--- config.mk ---
export PLATFORM = sky130hd
export DESIGN_NAME = weight_fifo_drain_ctrl
export DESIGN_NICKNAME = d
export VERILOG_FILES = /design/src/rtl/weight_fifo_pkg.sv /design/src/rtl/weight_fifo_drain_ctrl_gate.sv /design/src/rtl/weight_fifo_drain_ctrl.sv
export SDC_FILE = /design/constraint.sdc
export NUM_CORES = 1
export LEC_CHECK = 0
export CAP_MARGIN = 20
export CORE_UTILIZATION = 55
export DETAILED_ROUTE_END_ITERATION = 10
export PLACE_DENSITY = 0.8
export SLEW_MARGIN = 0
export SYNTH_ARGS = -nofsm -noshare
export SYNTH_HDL_FRONTEND = slang
export SYNTH_SLANG_ARGS = --single-unit
--- constraint.sdc ---
create_clock -name clk -period 4.2 [get_ports clk]
set_clock_uncertainty 0.05 [all_clocks]
set_input_delay 0.84 -clock clk [delete_from_list [all_inputs] [get_ports clk]]
set_output_delay 0.84 -clock clk [all_outputs]
set_load 0.005 [all_outputs]
--- src/rtl/weight_fifo_pkg.sv ---
`default_nettype none
// ============================================================================
// Module   : weight_fifo_pkg
// Brief    : Shared types and sizing helpers for the weight FIFO drain logic.
// Revision : 1.0
// ============================================================================
package weight_fifo_pkg;

    typedef enum logic [1:0] {
        IDLE  = 2'd0,
        DRAIN = 2'd1,
        DONE  = 2'd2
    } drain_state_e;

    // Cycle counter must reach len + skew span, plus one bit of headroom for compares.
    function automatic int cnt_w(input int depth, input int width);
        return $clog2(depth + width) + 1;
    endfunction

endpackage
`default_nettype wire

--- src/rtl/weight_fifo_drain_ctrl_gate.sv ---
`default_nettype none
// ============================================================================
// Module   : fifo_lane_gate
// Brief    : Per-lane pop window: lane pops while off_i <= t < off_i + len_q.
// Revision : 1.0
// ============================================================================
module fifo_lane_gate
    import weight_fifo_pkg::*;
#(
    parameter int CNT_W = 6
) (
    input  logic [CNT_W-1:0] t,
    input  logic [CNT_W-1:0] off_i,
    input  logic [CNT_W-1:0] len_q,
    input  logic             mask_bit,
    input  logic             active,
    output logic             lane_en
);

    logic [CNT_W-1:0] w_end;

    // off_i + len_q never exceeds FIFO_WIDTH-1+FIFO_DEPTH, which CNT_W holds.
    assign w_end   = off_i + len_q;
    assign lane_en = active & mask_bit & (t >= off_i) & (t < w_end);

endmodule
`default_nettype wire

--- src/rtl/weight_fifo_drain_ctrl.sv ---
`default_nettype none
// ============================================================================
// Module   : weight_fifo_drain_ctrl
// Brief    : Multi-lane weight FIFO drain sequencer with optional diagonal skew.
// Revision : 1.0
// ============================================================================
module weight_fifo_drain_ctrl
    import weight_fifo_pkg::*;
#(
    parameter  int FIFO_WIDTH = 16,
    parameter  int FIFO_DEPTH = 16,
    localparam int CNT_W      = cnt_w(FIFO_DEPTH, FIFO_WIDTH)
) (
    input  logic                  clk,
    input  logic                  rst,
    input  logic                  start,
    input  logic [CNT_W-1:0]      cfg_len,
    input  logic [FIFO_WIDTH-1:0] cfg_lane_mask,
    input  logic                  cfg_skew,
    input  logic                  stall,
    output logic                  busy,
    output logic                  done,
    output logic [FIFO_WIDTH-1:0] fifo_en,
    output logic [FIFO_WIDTH-1:0] w_wen
);

    localparam logic [1:0]       c_st_idle  = IDLE;
    localparam logic [1:0]       c_st_drain = DRAIN;
    localparam logic [1:0]       c_st_done  = DONE;
    localparam logic [CNT_W-1:0] c_depth    = CNT_W'(FIFO_DEPTH);
    localparam logic [CNT_W-1:0] c_skew_ext = CNT_W'(FIFO_WIDTH - 1);
    localparam logic [CNT_W-1:0] c_one      = CNT_W'(1);

    logic [1:0]            r_state;
    logic [1:0]            w_state_nxt;
    logic [CNT_W-1:0]      r_len;
    logic [CNT_W-1:0]      r_t;
    logic [CNT_W-1:0]      w_len_clamp;
    logic [CNT_W-1:0]      w_total;
    logic [FIFO_WIDTH-1:0] r_mask;
    logic [FIFO_WIDTH-1:0] r_wen;
    logic [FIFO_WIDTH-1:0] w_fifo_en;
    logic                  r_skew;
    logic                  r_done;
    logic                  w_active;
    logic                  w_accept;
    logic                  w_last;

    assign w_len_clamp = (cfg_len > c_depth) ? c_depth : cfg_len;
    assign w_total     = r_len + (r_skew ? c_skew_ext : '0);
    assign w_active    = (r_state == c_st_drain) && !stall;
    assign w_accept    = (r_state == c_st_idle) && start;
    assign w_last      = w_active && (r_t == (w_total - c_one));

    always_comb begin
        w_state_nxt = r_state;
        case (r_state)
            c_st_idle: begin
                if (start) begin
                    w_state_nxt = (w_len_clamp != '0) ? c_st_drain : c_st_done;
                end
            end
            c_st_drain: begin
                if (w_last) begin
                    w_state_nxt = c_st_done;
                end
            end
            c_st_done: w_state_nxt = c_st_idle;
            default:   w_state_nxt = c_st_idle;
        endcase
    end

    always_ff @(posedge clk or posedge rst) begin
        if (rst) begin
            r_state <= c_st_idle;
            r_done  <= 1'b0;
            r_wen   <= '0;
            r_len   <= '0;
            r_mask  <= '0;
            r_skew  <= 1'b0;
            r_t     <= '0;
        end else begin
            r_state <= w_state_nxt;
            r_done  <= (w_state_nxt == c_st_done);
            // Tracks the one-cycle FIFO read latency, so it keeps shifting through stalls.
            r_wen   <= w_fifo_en;
            if (w_accept) begin
                r_len  <= w_len_clamp;
                r_mask <= cfg_lane_mask;
                r_skew <= cfg_skew;
                r_t    <= '0;
            end else if (w_active) begin
                r_t <= r_t + c_one;
            end
        end
    end

    for (genvar gi = 0; gi < FIFO_WIDTH; gi++) begin : g_lane
        localparam logic [CNT_W-1:0] c_lane_off = CNT_W'(gi);
        logic [CNT_W-1:0] w_off;

        assign w_off = r_skew ? c_lane_off : '0;

        fifo_lane_gate #(
            .CNT_W (CNT_W)
        ) u_gate (
            .t        (r_t),
            .off_i    (w_off),
            .len_q    (r_len),
            .mask_bit (r_mask[gi]),
            .active   (w_active),
            .lane_en  (w_fifo_en[gi])
        );
    end

    assign fifo_en = w_fifo_en;
    assign w_wen   = r_wen;
    assign busy    = (r_state != c_st_idle);
    assign done    = r_done;

endmodule
`default_nettype wire

# [Word level (Yosys, flattened, before mapping)]
# Cells that the tools add are included.
[word_totals] regBits=48 latchBits=0 mem_bits_rw=0 romBits=0 output_inout_bits=34 wordCells=138 memories=0
[classes] addsub=17 n_mul=0 n_div=0 n_lt_le_gt_ge=33 eq_ne=3 shift=0 muxes=22 bitwise=48 n_reduce_logical=8
[op_table] cell="$lt A6 B6 Y1" count=16
[op_table] cell="$add A4 B6 Y6" count=8
[op_table] cell="$and A1 B1 Y1" count=48
[op_table] cell="$ge A6 B4 Y1" count=8
[op_table] cell="$mux W4" count=8
[op_table] cell="$add A3 B6 Y6" count=4
[op_table] cell="$ge A6 B3 Y1" count=4
[op_table] cell="$mux W6" count=3
[op_table] cell="$add A2 B6 Y6" count=2
[op_table] cell="$ge A6 B2 Y1" count=2
[op_table] cell="$mux W3" count=4
[op_table] cell="$mux W2" count=5
[op_table] cell="$add A1 B6 Y6" count=1
[op_table] cell="$add A6 B1 Y6 const B" count=1
[op_table] cell="$eq A6 B6 Y1" count=1
[op_table] cell="$ge A6 B1 Y1" count=1
[op_table] cell="$ge A6 B1 Y1 const B" count=1
[op_table] cell="$gt A6 B5 Y1 const B" count=1
[op_table] cell="$reduce_bool A6 Y1" count=1
[op_table] cell="$sub A6 B1 Y6 const B" count=1
[op_table] cell="$pmux W2 S2" count=1
[op_table] cell="$reduce_bool A2 Y1" count=2
[op_table] cell="$logic_and A1 B1 Y1" count=3
[op_table] cell="$eq A2 B1 Y1 const B" count=1
[op_table] cell="other kinds (4)" count=4

# [Logic depth before layout (Yosys ltp)]
[logic_depth] ltp_word=8 ltp_mapped=11 ltp_nobuf=10

# [Hierarchy]
# Synthesis repeated with hierarchy kept, for this count alone.
[unflattened] cells_unflattened=1097 area_unflattened_um2=9145.0
[by_module_without_submodules] mod="fifo_lane_gate" n_inst=16 cells_per_inst=57 area_per_inst_um2=449.2
[by_module_without_submodules] mod="weight_fifo_drain_ctrl" n_inst=1 cells_per_inst=185 area_per_inst_um2=1958.1

# [Worst setup path after synthesis]
# OpenSTA, ideal clock, no wires.
[synth_path] path_kind="reg-to-output" from="reg r_skew" to="out fifo_en[15]" t_arrival_ns=2.864 slack_ns=0.446 path_stages_with_launch=12 path_buffers=1 path_cell_list="dfrtp_1 > ha_1 > inv_1 > fa_1 > xor2_2 > ha_1 > o21ai_0 > nand2b_1 > a21o_1 > a21o_1 > a221oi_1 > buf_4"
[synth_between] elab_chain_cells=4 word_cells_on_any_way=6 cone_classes="add/sub (1); order compare (2); mux (1); bitwise (2)"
[synth_lines] item="start: declaration" line="weight_fifo_drain_ctrl.sv:43" source="logic r_skew;"
[synth_lines] item="start signal: assignment" line="weight_fifo_drain_ctrl.sv:90" source="r_skew <= cfg_skew;"
[synth_lines] item="$mux W4 (*)" line="weight_fifo_drain_ctrl.sv:102" source="assign w_off = r_skew ? c_lane_off : '0;"
[synth_lines] item="$add A4 B6 Y6 / $ge A6 B4 Y1 (equally long branches)" line="weight_fifo_drain_ctrl_gate.sv:23, weight_fifo_drain_ctrl_gate.sv:24"
[synth_lines] item="$lt A6 B6 Y1 / $and A1 B1 Y1 (equally long branches)" line="weight_fifo_drain_ctrl_gate.sv:24" source="assign lane_en = active & mask_bit & (t >= off_i) & (t < w_end);"
[synth_lines] item="$and A1 B1 Y1 (*)" line="weight_fifo_drain_ctrl_gate.sv:24"
[synth_lines] item="end: declaration" line="weight_fifo_drain_ctrl.sv:23" source="output logic [FIFO_WIDTH-1:0] fifo_en,"
# Mark *: on every way between the ends. The rest lies on a longest branch, timed or not.

# [Worst setup path after layout]
[layout_path] from="reg r_skew" to="out fifo_en[2]"
[layout_between] elab_chain_cells=4 word_cells_on_any_way=6 cone_classes="add/sub (1); order compare (2); mux (1); bitwise (2)"
[layout_lines] item="$mux W2 (*)" line="weight_fifo_drain_ctrl.sv:102"
[layout_lines] item="$add A2 B6 Y6 / $ge A6 B2 Y1 (equally long branches)" line="weight_fifo_drain_ctrl_gate.sv:23, weight_fifo_drain_ctrl_gate.sv:24"
[layout_lines] item="$lt A6 B6 Y1 / $and A1 B1 Y1 (equally long branches)" line="weight_fifo_drain_ctrl_gate.sv:24"
[layout_lines] item="$and A1 B1 Y1 (*)" line="weight_fifo_drain_ctrl_gate.sv:24"
# Marks and branches as above.

==> flow_summary_export.csv <==
group,metric,value,unit
placement,hpwl,9380,um
clock_network,postCtsHoldBufs,0,
clock_network,clk_latency,310,ps
timing,final_max_slew_viol_count,0,
critical_path,crit_arrival,3180,ps
synthesis,ys_types,53,
timing,fin_crit,4070,ps
cells_and_area,final_cell_area,5440,um^2
synthesis,yosysSeqAreaShare,26.6,%
critical_path,critPathKind,"flip-flop to primary output",
timing,relSlewSlack,32.8,%
critical_path,cpMaxStageDelayCell,"clkdlybuf4s50_1",
synthesis,synth_top_area_share,26.6,%
global_routing,grt-ovfl-total,0,
run_status,status,"finished, final reports clean",
floorplanning,dieHeight,92.6,um
synthesis,synth_top_cell_by_area,"dfrtp_1",
floorplanning,core,7850,um^2
synthesis,syn-cell-area,4510,um^2
global_routing,grt_max_degree,49,
routing,first_pass_iters,5,
hold_path,min_path_type,"flip-flop to flip-flop",
synthesis,async_reset_ff_share,100,%
synthesis,synth_area_per_cell,9.36,um^2
global_routing,grt_usage,30.7,%
floorplanning,die_w,92.6,um
clock_network,tritoncts,"yes",
global_routing,grt_pass1_wl,20100,um
critical_path,max_stage_delay,550,ps
synthesis,synth-edff-count,0,
floorplanning,die-area,8570,um^2
placement,post-place-ws,42.6,ps
routing,drtIter0Drc,159,
timing,rsz0062_at_grt,"no",
cells_and_area,fin_util,69.4,%
job,cap_violations,0,
clock_network,root_buffer,"clkbuf_8",
critical_path,cp-end-kind,"primary output",
critical_path,start_kind,"flip-flop",
timing,fin_tns_setup,0,ps
critical_path,critical_path.cell_chain,"buf_4, buf_4, buf_4, ha_1, xnor2_1, ha_1, a21o_1, a21o_1, a311oi_2, clkdlybuf4s50_1",
synthesis,syn-num-nets,587,
timing,finalHoldViolCount,0,
floorplanning,rows,32,
floorplanning,io_pins,61,
routing,wl_per_cell,19.4,um
placement,io_buffers,60,
clock_network,clk_pin_slew,100,ps
synthesis,synthTopCellsByArea,"dfrtp_1, ha_1, xnor2_1, a21o_1, mux2_2",
cells_and_area,layout-drive-gt1-share,14.9,%
cells_and_area,multi_input_area,3100,um^2
cells_and_area,synthToLayoutAreaGrowth,20.6,%
routing,num_vias,3876,
clock_network,tritoncts.num_buffers,5,
clock_network,clock_sinks,48,
clock_network,clk_path_buf_depth,2,
routing,antenna_left,0,
synthesis,post-synth-top-count-cell,"ha_1",
timing,fmax,246,MHz
synthesis,syn_inst,482,
cells_and_area,n_fill_cell,635,
global_routing,grt_pass1_vias,4008,
floorplanning,initial_core_util,57.5,%
synthesis,ys_ff_latch,48,
cells_and_area,diodes,0,
critical_path,cp_data_required_time,3310,ps
synthesis,ys_warn_count,0,
routing,drc,0,
routing,avgViaCountPerCell,6.01,
clock_network,htree_levels,2,
critical_path,cp_common_cell,"buf_4",
placement,placed_area,5220,um^2
cells_and_area,seqCellArea,1200,um^2
cells_and_area,nNetsFinal,647,
critical_path,critPathMaxFanout,5,
synthesis,synth-main-ff-cell,"dfrtp_1",
timing,worst_pin_slew,1010,ps
global_routing,antenna_found_initial,0,
timing,final-setup-viol-count,0,
timing,period_share,96.8,%
timing,finalWorstSetupSlack,134,ps
placement,gp_congestion,0.977,
synthesis,synth_common_cells,"ha_1, dfrtp_1, xnor2_1, nand2_1, nor2_1",
routing,routed_wirelength,12500,um
==> state kept, by name, summed over array words and instances, names as in the netlist <==
name     flops
done         1
r_len        6
r_mask      16
r_skew       1
r_state      2
r_t          6
w_wen       16
==> routing by layer <==
metal,part of all wire [%],GRT usage [%],vias up
li1,-,-,1808
met1,43,37.6,1880
met2,49,53.4,153
met3,5.3,4.43,35
met4,3.3,13.4,0
met5,0,0,-
==> what timing repair did <==
| item | 4_1_cts | 5_1_grt |
|---|---|---|
| setup buffers | 3 | 0 |
| hold endpoints to repair | 0 | 0 |
| endpoints found under the setup margin | 10 | 9 |
| resized for setup | 16 | 13 |
| pin swaps | 1 | 2 |
==> worst max-delay path: cells and delay by family (launching register included) <==
kind	cells	cell delay (ps)
fa+ha+maj	2	570
xor+xnor	1	160
compound gates	3	700
flops	1	450
buf+inv	4	980
==> cell families (layout without fill, tap and decap cells) <==
logic type / Yosys count / after routing / synth area share, %
compound gates: 93 / 93 / 14.1
xor+xnor: 53 / 53 / 11.0
fa+ha+maj: 81 / 81 / 22.6
buf+inv: 59 / 120 / 6.49
flops: 48 / 48 / 26.6
mux: 16 / 16 / 3.96
simple gates: 132 / 132 / 15.2
==> cell usage in the layout (no fill, tap or decap), drive strengths merged, types with 3 or more instances in the layout <==
cell type      netlist  final
nand2b              11     11
inv                 26     27
dlygate4sd2          0      5
xor2                 5      5
o21ai               18     18
nand3               13     13
maj3                 3      3
nor2                28     28
nor3                 8      8
buf                 21     26
xnor2               47     47
nand3b               8      8
clkdlybuf4s50        0     52
ha                  76     76
clkbuf              12      7
nand2               38     38
nand4                5      5
mux2                15     15
a21o                26     26
a31oi               12     12
dfrtp               48     48
nor2b                3      3
a221oi               5      5
nand4b               8      8
a211oi               9      9
a21oi               14     14
==> cell type report <==
class | instances | area share, %
multi-input combinational | 375 | 56.9
sequential | 48 | 22.1
timing repair buffer | 86 | 15.1
tap | 102 | 2.34
inverter | 26 | 1.79
clock buffer | 6 | 1.52
clock inverter | 2 | 0.253
==> through the flow <==
step	hold slack [ps]	cells
after global routing	499	645
after CTS	478	644
after detailed placement	455	633
after global placement	441	633
final	476	645
after floorplan	431	482
==> worst paths after layout <==
path	startpoint	end	slack, ps	depth (start not counted)
worst min register to register	r_mask[11]	r_mask[11]	480	1
worst max register to register	r_skew	w_wen[15]	1400	9
max in group asynchronous	rst	w_wen[14]	2730	3
worst min-delay path	r_mask[11]	r_mask[11]	480	1
worst max-delay path	r_skew	fifo_en[2]	130	10
min in group asynchronous	rst	r_mask[15]	850	2
Power is left out: the tool's default activity adds up to more than one toggle a clock period on the data nets, which glitch-free logic cannot reach.
